===== src/rtl/mul_pkg.sv =====
// mul_pkg: shared definitions for the multiply/accumulate controller.
//   - LAT_DEFAULT : default multiplier pipeline depth (enabled cycles)
//   - op_e        : request opcodes (MTLO is intentionally absent)
//   - state_e     : controller FSM states
//   - hilo_op_e   : commands for the HI/LO register pair
//   - ext33()     : 32->33 bit operand extension for the signed multiplier
package mul_pkg;

    localparam int LAT_DEFAULT = 3;

    typedef enum logic [2:0] {
        OP_MULT  = 3'd0,
        OP_MULTU = 3'd1,
        OP_MUL   = 3'd2,
        OP_MADD  = 3'd3,
        OP_MADDU = 3'd4,
        OP_MSUB  = 3'd5,
        OP_MSUBU = 3'd6,
        OP_MTHI  = 3'd7
    } op_e;

    typedef enum logic [1:0] {
        ST_IDLE = 2'd0,
        ST_RUN  = 2'd1,
        ST_DONE = 2'd2
    } state_e;

    typedef enum logic [2:0] {
        HL_HOLD  = 3'd0,
        HL_LOAD  = 3'd1,
        HL_ADD   = 3'd2,
        HL_SUB   = 3'd3,
        HL_WR_HI = 3'd4
    } hilo_op_e;

    function automatic logic op_is_signed(input op_e op);
        return (op == OP_MULT) || (op == OP_MUL) || (op == OP_MADD) || (op == OP_MSUB);
    endfunction

    // The external multiplier is signed 33x33, so unsigned operands get a
    // zero top bit and signed operands replicate bit 31.
    function automatic logic [32:0] ext33(input logic [31:0] x, input logic sgn);
        return {sgn & x[31], x};
    endfunction

endpackage


===== src/rtl/hilo_acc.sv =====
// hilo_acc: architectural HI/LO register pair with load / accumulate /
// subtract / MTHI write.
//   clk, reset : clock and synchronous active-high reset (clears HI/LO)
//   op         : command for this edge (hold, load, add, sub, write HI)
//   p          : 64-bit product operand for load/add/sub
//   wdata      : value written to HI by the MTHI command
//   hi, lo     : current register contents
module hilo_acc
    import mul_pkg::*;
(
    input  logic        clk,
    input  logic        reset,
    input  hilo_op_e    op,
    input  logic [63:0] p,
    input  logic [31:0] wdata,
    output logic [31:0] hi,
    output logic [31:0] lo
);

    logic [63:0] hilo;

    // NOTE: sequential state uses non-blocking assignments so every register
    // samples the pre-edge values, independent of statement order.
    always_ff @(posedge clk) begin
        if (reset) begin
            hilo <= '0;
        end else begin
            case (op)
                HL_LOAD:  hilo <= p;
                HL_ADD:   hilo <= hilo + p;   // wraps modulo 2^64
                HL_SUB:   hilo <= hilo - p;
                HL_WR_HI: hilo[63:32] <= wdata;
                default:  ;
            endcase
        end
    end

    assign hi = hilo[63:32];
    assign lo = hilo[31:0];

endmodule


===== src/rtl/mul_ctrl.sv =====
// mul_ctrl: sequencing controller for an external pipelined signed 33x33
// multiplier, implementing MULT/MULTU/MUL/MADD(U)/MSUB(U)/MTHI.
//   clk, reset            : clock, synchronous active-high reset
//   req_valid/op/a/b      : request handshake and operands
//   req_ready             : request accepted when req_valid && req_ready
//   cancel                : flush; kills any in-flight operation
//   mul_en/mul_a/mul_b    : multiplier clock enable and extended operands
//   mul_res               : multiplier product (low 64 bits used)
//   busy                  : stall request while an operation is in flight
//   resp_valid, resp_gpr  : completion pulse and GPR result (MUL only)
//   hi, lo                : architectural HI/LO registers
module mul_ctrl
    import mul_pkg::*;
#(
    parameter int LAT = LAT_DEFAULT
) (
    input  logic        clk,
    input  logic        reset,
    input  logic        req_valid,
    input  logic [2:0]  req_op,
    input  logic [31:0] req_a,
    input  logic [31:0] req_b,
    output logic        req_ready,
    input  logic        cancel,
    output logic        mul_en,
    output logic [32:0] mul_a,
    output logic [32:0] mul_b,
    input  logic [65:0] mul_res,
    output logic        busy,
    output logic        resp_valid,
    output logic [31:0] resp_gpr,
    output logic [31:0] hi,
    output logic [31:0] lo
);

    localparam int CW = (LAT > 1) ? $clog2(LAT) : 1;

    state_e      state;
    op_e         op_q;
    op_e         op_in;
    logic [CW-1:0] count;
    logic [32:0] a_q;
    logic [32:0] b_q;
    logic        accept;
    logic        in_sgn;
    logic [63:0] prod;
    hilo_op_e    hl_op;

    // Product bits above 63 carry no information for 32x32 results.
    logic        unused_res_msb;
    assign unused_res_msb = ^mul_res[65:64];

    assign op_in     = op_e'(req_op);
    assign in_sgn    = op_is_signed(op_in);
    assign req_ready = (state == ST_IDLE) && !cancel;
    assign accept    = req_valid && req_ready;
    assign prod      = mul_res[63:0];

    // Only an explicit RUN state can enable the multiplier; cancel gates it
    // in the same cycle so a flushed operation never advances the pipe.
    assign mul_en     = (state == ST_RUN) && !cancel;
    assign mul_a      = a_q;
    assign mul_b      = b_q;
    assign busy       = (state == ST_RUN) || (state == ST_DONE);
    assign resp_valid = (state == ST_DONE) && !cancel;
    assign resp_gpr   = ((state == ST_DONE) && (op_q == OP_MUL)) ? prod[31:0] : 32'd0;

    always_ff @(posedge clk) begin
        // NOTE: control registers are reset synchronously; reset outranks
        // cancel and any request on the same edge.
        if (reset) begin
            state <= ST_IDLE;
            count <= '0;
            op_q  <= OP_MULT;
            a_q   <= '0;
            b_q   <= '0;
        end else begin
            case (state)
                ST_IDLE: begin
                    if (accept && (op_in != OP_MTHI)) begin
                        a_q   <= ext33(req_a, in_sgn);
                        b_q   <= ext33(req_b, in_sgn);
                        op_q  <= op_in;
                        count <= '0;
                        state <= ST_RUN;
                    end
                end
                ST_RUN: begin
                    if (cancel) begin
                        state <= ST_IDLE;
                    end else if (count == CW'(LAT - 1)) begin
                        state <= ST_DONE;
                    end else begin
                        count <= count + 1'b1;
                    end
                end
                ST_DONE: state <= ST_IDLE;
                default: state <= ST_IDLE;
            endcase
        end
    end

    // NOTE: hl_op gets a default before any branch so no latch is inferred.
    always_comb begin
        hl_op = HL_HOLD;
        if (accept && (op_in == OP_MTHI)) begin
            hl_op = HL_WR_HI;
        end else if ((state == ST_DONE) && !cancel) begin
            case (op_q)
                OP_MULT, OP_MULTU: hl_op = HL_LOAD;
                OP_MADD, OP_MADDU: hl_op = HL_ADD;
                OP_MSUB, OP_MSUBU: hl_op = HL_SUB;
                default:           hl_op = HL_HOLD;
            endcase
        end
    end

    hilo_acc u_hilo_acc (
        .clk   (clk),
        .reset (reset),
        .op    (hl_op),
        .p     (prod),
        .wdata (req_a),
        .hi    (hi),
        .lo    (lo)
    );

endmodule


===== config.mk =====
export PLATFORM = sky130hd
export DESIGN_NAME = mul_ctrl
export DESIGN_NICKNAME = d
export VERILOG_FILES = /design/src/rtl/mul_pkg.sv /design/src/rtl/hilo_acc.sv /design/src/rtl/mul_ctrl.sv
export SDC_FILE = /design/constraint.sdc
export NUM_CORES = 1
export LEC_CHECK = 0
export CAP_MARGIN = 10
export CORE_MARGIN = 10
export CORE_UTILIZATION = 52
export DETAILED_ROUTE_END_ITERATION = 6
export PLACE_DENSITY = 0.92
export SKIP_LAST_GASP = 1
export SLEW_MARGIN = 20
export SYNTH_ARGS = -nofsm -noshare
export SYNTH_HDL_FRONTEND = slang
export SYNTH_SLANG_ARGS = --single-unit

===== constraint.sdc =====
create_clock -name clk -period 5 [get_ports clk]
set_clock_uncertainty 0.15 [all_clocks]
set_input_delay 1.25 -clock clk [delete_from_list [all_inputs] [get_ports clk]]
set_output_delay 1.25 -clock clk [all_outputs]
set_load 0.05 [all_outputs]

==> results.md <==
- Unrepaired setup endpoints after global routing: yes
- Die footprint: 32530 um2
- Worst Hold Launch: mul_a[4]
- Detailed Routing Iterations Pass 1: 7
- Crit path launch type: primary input
- Total gr overflow: 0
- Hold path endpoint: mul_a[4]
- Gate family responsible for the most delay along the worst path: compound AO/OA/AOI/OAI gates
- Half-perimeter wire length of the detailed placement result: 47490 um
- Shortest period the worst path allows: 4900 ps
- Fin util: 77.23%
- Power Total: 0.003894 W
- Final Cell Area: 19500 um2
- Final Hold Violating Endpoints: 0
- Slowest cell on crit path: clkdlybuf4s50_1
- Maximum frequency from static timing analysis: 0.2041 GHz
- Internal Dissipation: 0.002397 W
- Yosys cell types: 93
- Routed wire per std cell: 22.33 um
- Vias: 17.39k
- Number of global-route vias before repair: 17.34k
- Final Net Count: 2696
- Via-to-Cell Ratio: 6.278
- Share of total power in combinational logic: 35.2%
- Number of levels the H-tree was split into: 4
- Instance area after placement: 18690 um2
- Final period utilization: 98.00%
- Count of antenna-violating nets left after detailed routing: 0
- Initial cell density of the core: 52.94%
- Setup_tns: 0 ps
- Number of antenna violations at the first check in global routing: 3
- Maximum VDD drop: 0.0002145 V
- Area added between synthesis and finish: 45.87%
- Chip Width: 180.4 um
- Filler cell count: 1850
- Number of CTS-inserted buffers: 17
- Number of synthesis warnings: 0
- CP bufs+invs: 4
- Data required time at the worst endpoint: 5190 ps
- Global placer's final weighted congestion: 1.016
- Count of flip-flops with a built-in enable after synthesis: 0
- Largest stage delay on the critical path: 540 ps
- Setup violations, final: 0
- Standard-cell row count: 58
- Worst Path Class, Setup: primary input to register
- Most used flip-flop cell after synthesis: dfxtp_1
- Post-synth design cell area: 13370 um2
- Number of buffers inserted by port buffering: 300
- Post-synthesis area per instance: 6.967 um2
- DRC errors left: 0
- All-layer global routing usage: 35.83%
- Arr. time, crit path: 5090 ps
- Total Routed Length: 61850 um
- Critical Path, Cell by Cell: clkdlybuf4s50_1, inv_1, ha_1, buf_4, o211ai_1, a21oi_1, o2111ai_2, a31oi_2, a31o_2, a21o_1, a311oi_2, nor4_1, buf_4, a41o_1, a311oi_2, mux2i_1, o21ai_1
- Path category of the worst min-delay check: register to register
- Clock latency at the later pin of the worst-skew pair: 450 ps
- Critical path endpoint category: register
- Hold buffer count at CTS: 0
- Crit-path max FO: 5
- Die height: 180.4 um
- #FFs+latches synth: 137
- Maxcap violations: 0
- P_leak: 8.439 nW
- Worst reg-to-reg setup slack: 720 ps
- Clock transition at the registers of the reported paths: 80 ps
- Area of the multi-input gates: 9858 um2
- Clock power share: 34.5%
- Worst slew pin tran: 1103 ps
- Switching power as a share of total power: 38.44%
- Longest Clk Path Bufs: 2
- Net count after synthesis: 2189
- Number of cells on the worst reg-to-reg path: 15
- Hold Path Stages: 2
- Share of synthesized registers carrying an async set or reset: 0%
- Outcome: completed
- Maximum number of pins on one net before global-route repair: 68
- Clk Tree Root Cell: clkbuf_16
- Sequential share of power: 30.3%
- Area used by sequential logic in the layout: 2743 um2
- Worst hold margin: 303.6 ps
- Number of slew-limit violations in the final report: 0
- Wire length of the first global-routing pass: 95340 um
- Core outline area: 25250 um2
- Power density of the placed cells: 199.6 nW/um2
- Number of ports placed on the die boundary: 303
- DR iter-0 viols: 2361
- R2R Path End: u_hilo_acc.hilo[60]
- Switch Pwr: 0.001497 W
- Layout cells sized above 1: 16.89%
- Number of instances in the synthesized netlist: 1919
- Sequential share of the synthesized area: 20.51%
- Slew HR: 26.19%
- Number of sinks handled by clock tree synthesis: 137
- Worst R2R Start: u_hilo_acc.hilo[0]
- Clock tree from TritonCTS: built
-- worst max-delay path by stage --
stage	start	end	slack, ps	cells past startpoint
after floorplan	mul_res[0]	u_hilo_acc.hilo[60]	350	15
after global placement	mul_res[0]	u_hilo_acc.hilo[60]	-530	16
after detailed placement	mul_res[0]	u_hilo_acc.hilo[60]	-600	16
after CTS	mul_res[1]	u_hilo_acc.hilo[60]	-20	16
after global routing	mul_res[14]	u_hilo_acc.hilo[63]	-30	15
final	mul_res[4]	u_hilo_acc.hilo[62]	100	17
-- cell usage after synthesis, types with 17 or more instances --
| master | count | share of area, % |
|---|---|---|
| a211oi_1 | 21 | 1.2 |
| a21o_1 | 31 | 1.7 |
| a21oi_1 | 244 | 9.1 |
| a311oi_1 | 19 | 1.2 |
| a31oi_1 | 22 | 1.0 |
| and2_1 | 36 | 1.7 |
| clkbuf_1 | 103 | 2.9 |
| dfxtp_1 | 137 | 21 |
| ha_1 | 131 | 12 |
| inv_1 | 129 | 3.6 |
| nand2_1 | 268 | 7.5 |
| nand2b_1 | 17 | 0.80 |
| nand3_1 | 25 | 0.94 |
| nand4_1 | 22 | 1.0 |
| nor2_1 | 195 | 5.5 |
| nor3_1 | 36 | 1.3 |
| nor4_1 | 19 | 0.89 |
| o21ai_0 | 79 | 3.0 |
| o21bai_1 | 31 | 1.7 |
| o221ai_1 | 21 | 1.4 |
| o31ai_1 | 20 | 1.1 |
| xnor2_1 | 43 | 2.8 |
-- area by class of cell --
type | count | share of cell area [%]
Sequential cell | 137 | 14.06
Inverter | 134 | 2.579
Multi-Input combinational cell | 1523 | 50.55
Antenna cell | 1 | 0.01283
Timing Repair Buffer | 613 | 27.69
Clock inverter | 14 | 0.7442
Clock buffer | 18 | 2.252
Tap cell | 330 | 2.117
-- worst reg2reg max path: stages, from the launching register on --
cell      delay [ps]
dfxtp_1          410
ha_1             230
inv_1             80
fa_2             350
o21ba_4          240
or4_4            530
a311oi_4         280
o311ai_4         190
o31ai_4          280
a21oi_2          120
o21ai_4          260
a31oi_4          130
o41a_1           450
a31o_1           210
a32oi_1          170
a31oi_1           90
-- registers in the layout (all words and copies together), names as in the netlist --
register	cells
u_hilo_acc.hilo	64
mul_a	33
mul_b	33
op_q	3
count	2
state	2
-- logic make-up after synthesis --
logic type	Yosys count	synth area share, %
and+or+nand+nor	674	22.63
DFF	137	20.51
AOI/OAI and AO/OA	655	32.74
xor gates and xnor gates	50	3.275
buffers and inverters	259	7.458
adders and majority gates	133	12.56
muxes	11	0.8235
-- layer usage --
metal / track usage, % / part of all wire (%) / up-vias / routed length, um
met1: 42.70 / 39 / 8158 / 24050
met2: 58.18 / 45 / 1102 / 27870
met4: 15.72 / 4.5 / 2 / 2762
met5: 0 / 0.018 / - / 11
met3: 11.08 / 12 / 245 / 7157
li1: - / - / 7883 / -
-- repair_timing --
item	CTS	global route
endpoints found under the setup margin	9	20
pin swaps	1	13
gates resized for setup	4	37
buffers inserted	0	4
-- cell usage in the layout (no fill, tap or decap), types with 18 or more instances in the layout --
cell,n
a21o_1,31
nor3_1,35
clkdlybuf4s50_1,296
nor2_1,194
o31ai_1,18
a31oi_1,20
nor4_1,18
xnor2_1,42
nand2_1,268
nand4_1,22
o21bai_1,31
dfxtp_1,137
o21ai_0,76
a211oi_1,18
nand3_1,24
a21oi_1,241
ha_1,130
inv_1,129
o221ai_1,20
buf_4,310
and2_1,36
-- through the flow --
step / cells / worst slack [ps]
floorplan: 1919 / 353.0
global placement: 2733 / -525.0
detailed placement: 2733 / -603.6
CTS: 2765 / -19.18
global route: 2769 / -25.47
finish: 2770 / 99.76
-- power groups by stage --
stage,combinational (W),sequential (W),clock (W)
after CTS,0.00132,0.00118,0.00134
after floorplan,0.000576,0.00134,0
final,0.00137,0.00118,0.00134
after global routing,0.00146,0.00118,0.00138
after global placement,0.00129,0.00120,0
after detailed placement,0.00131,0.00120,0
(Power assumes the default switching activity.)
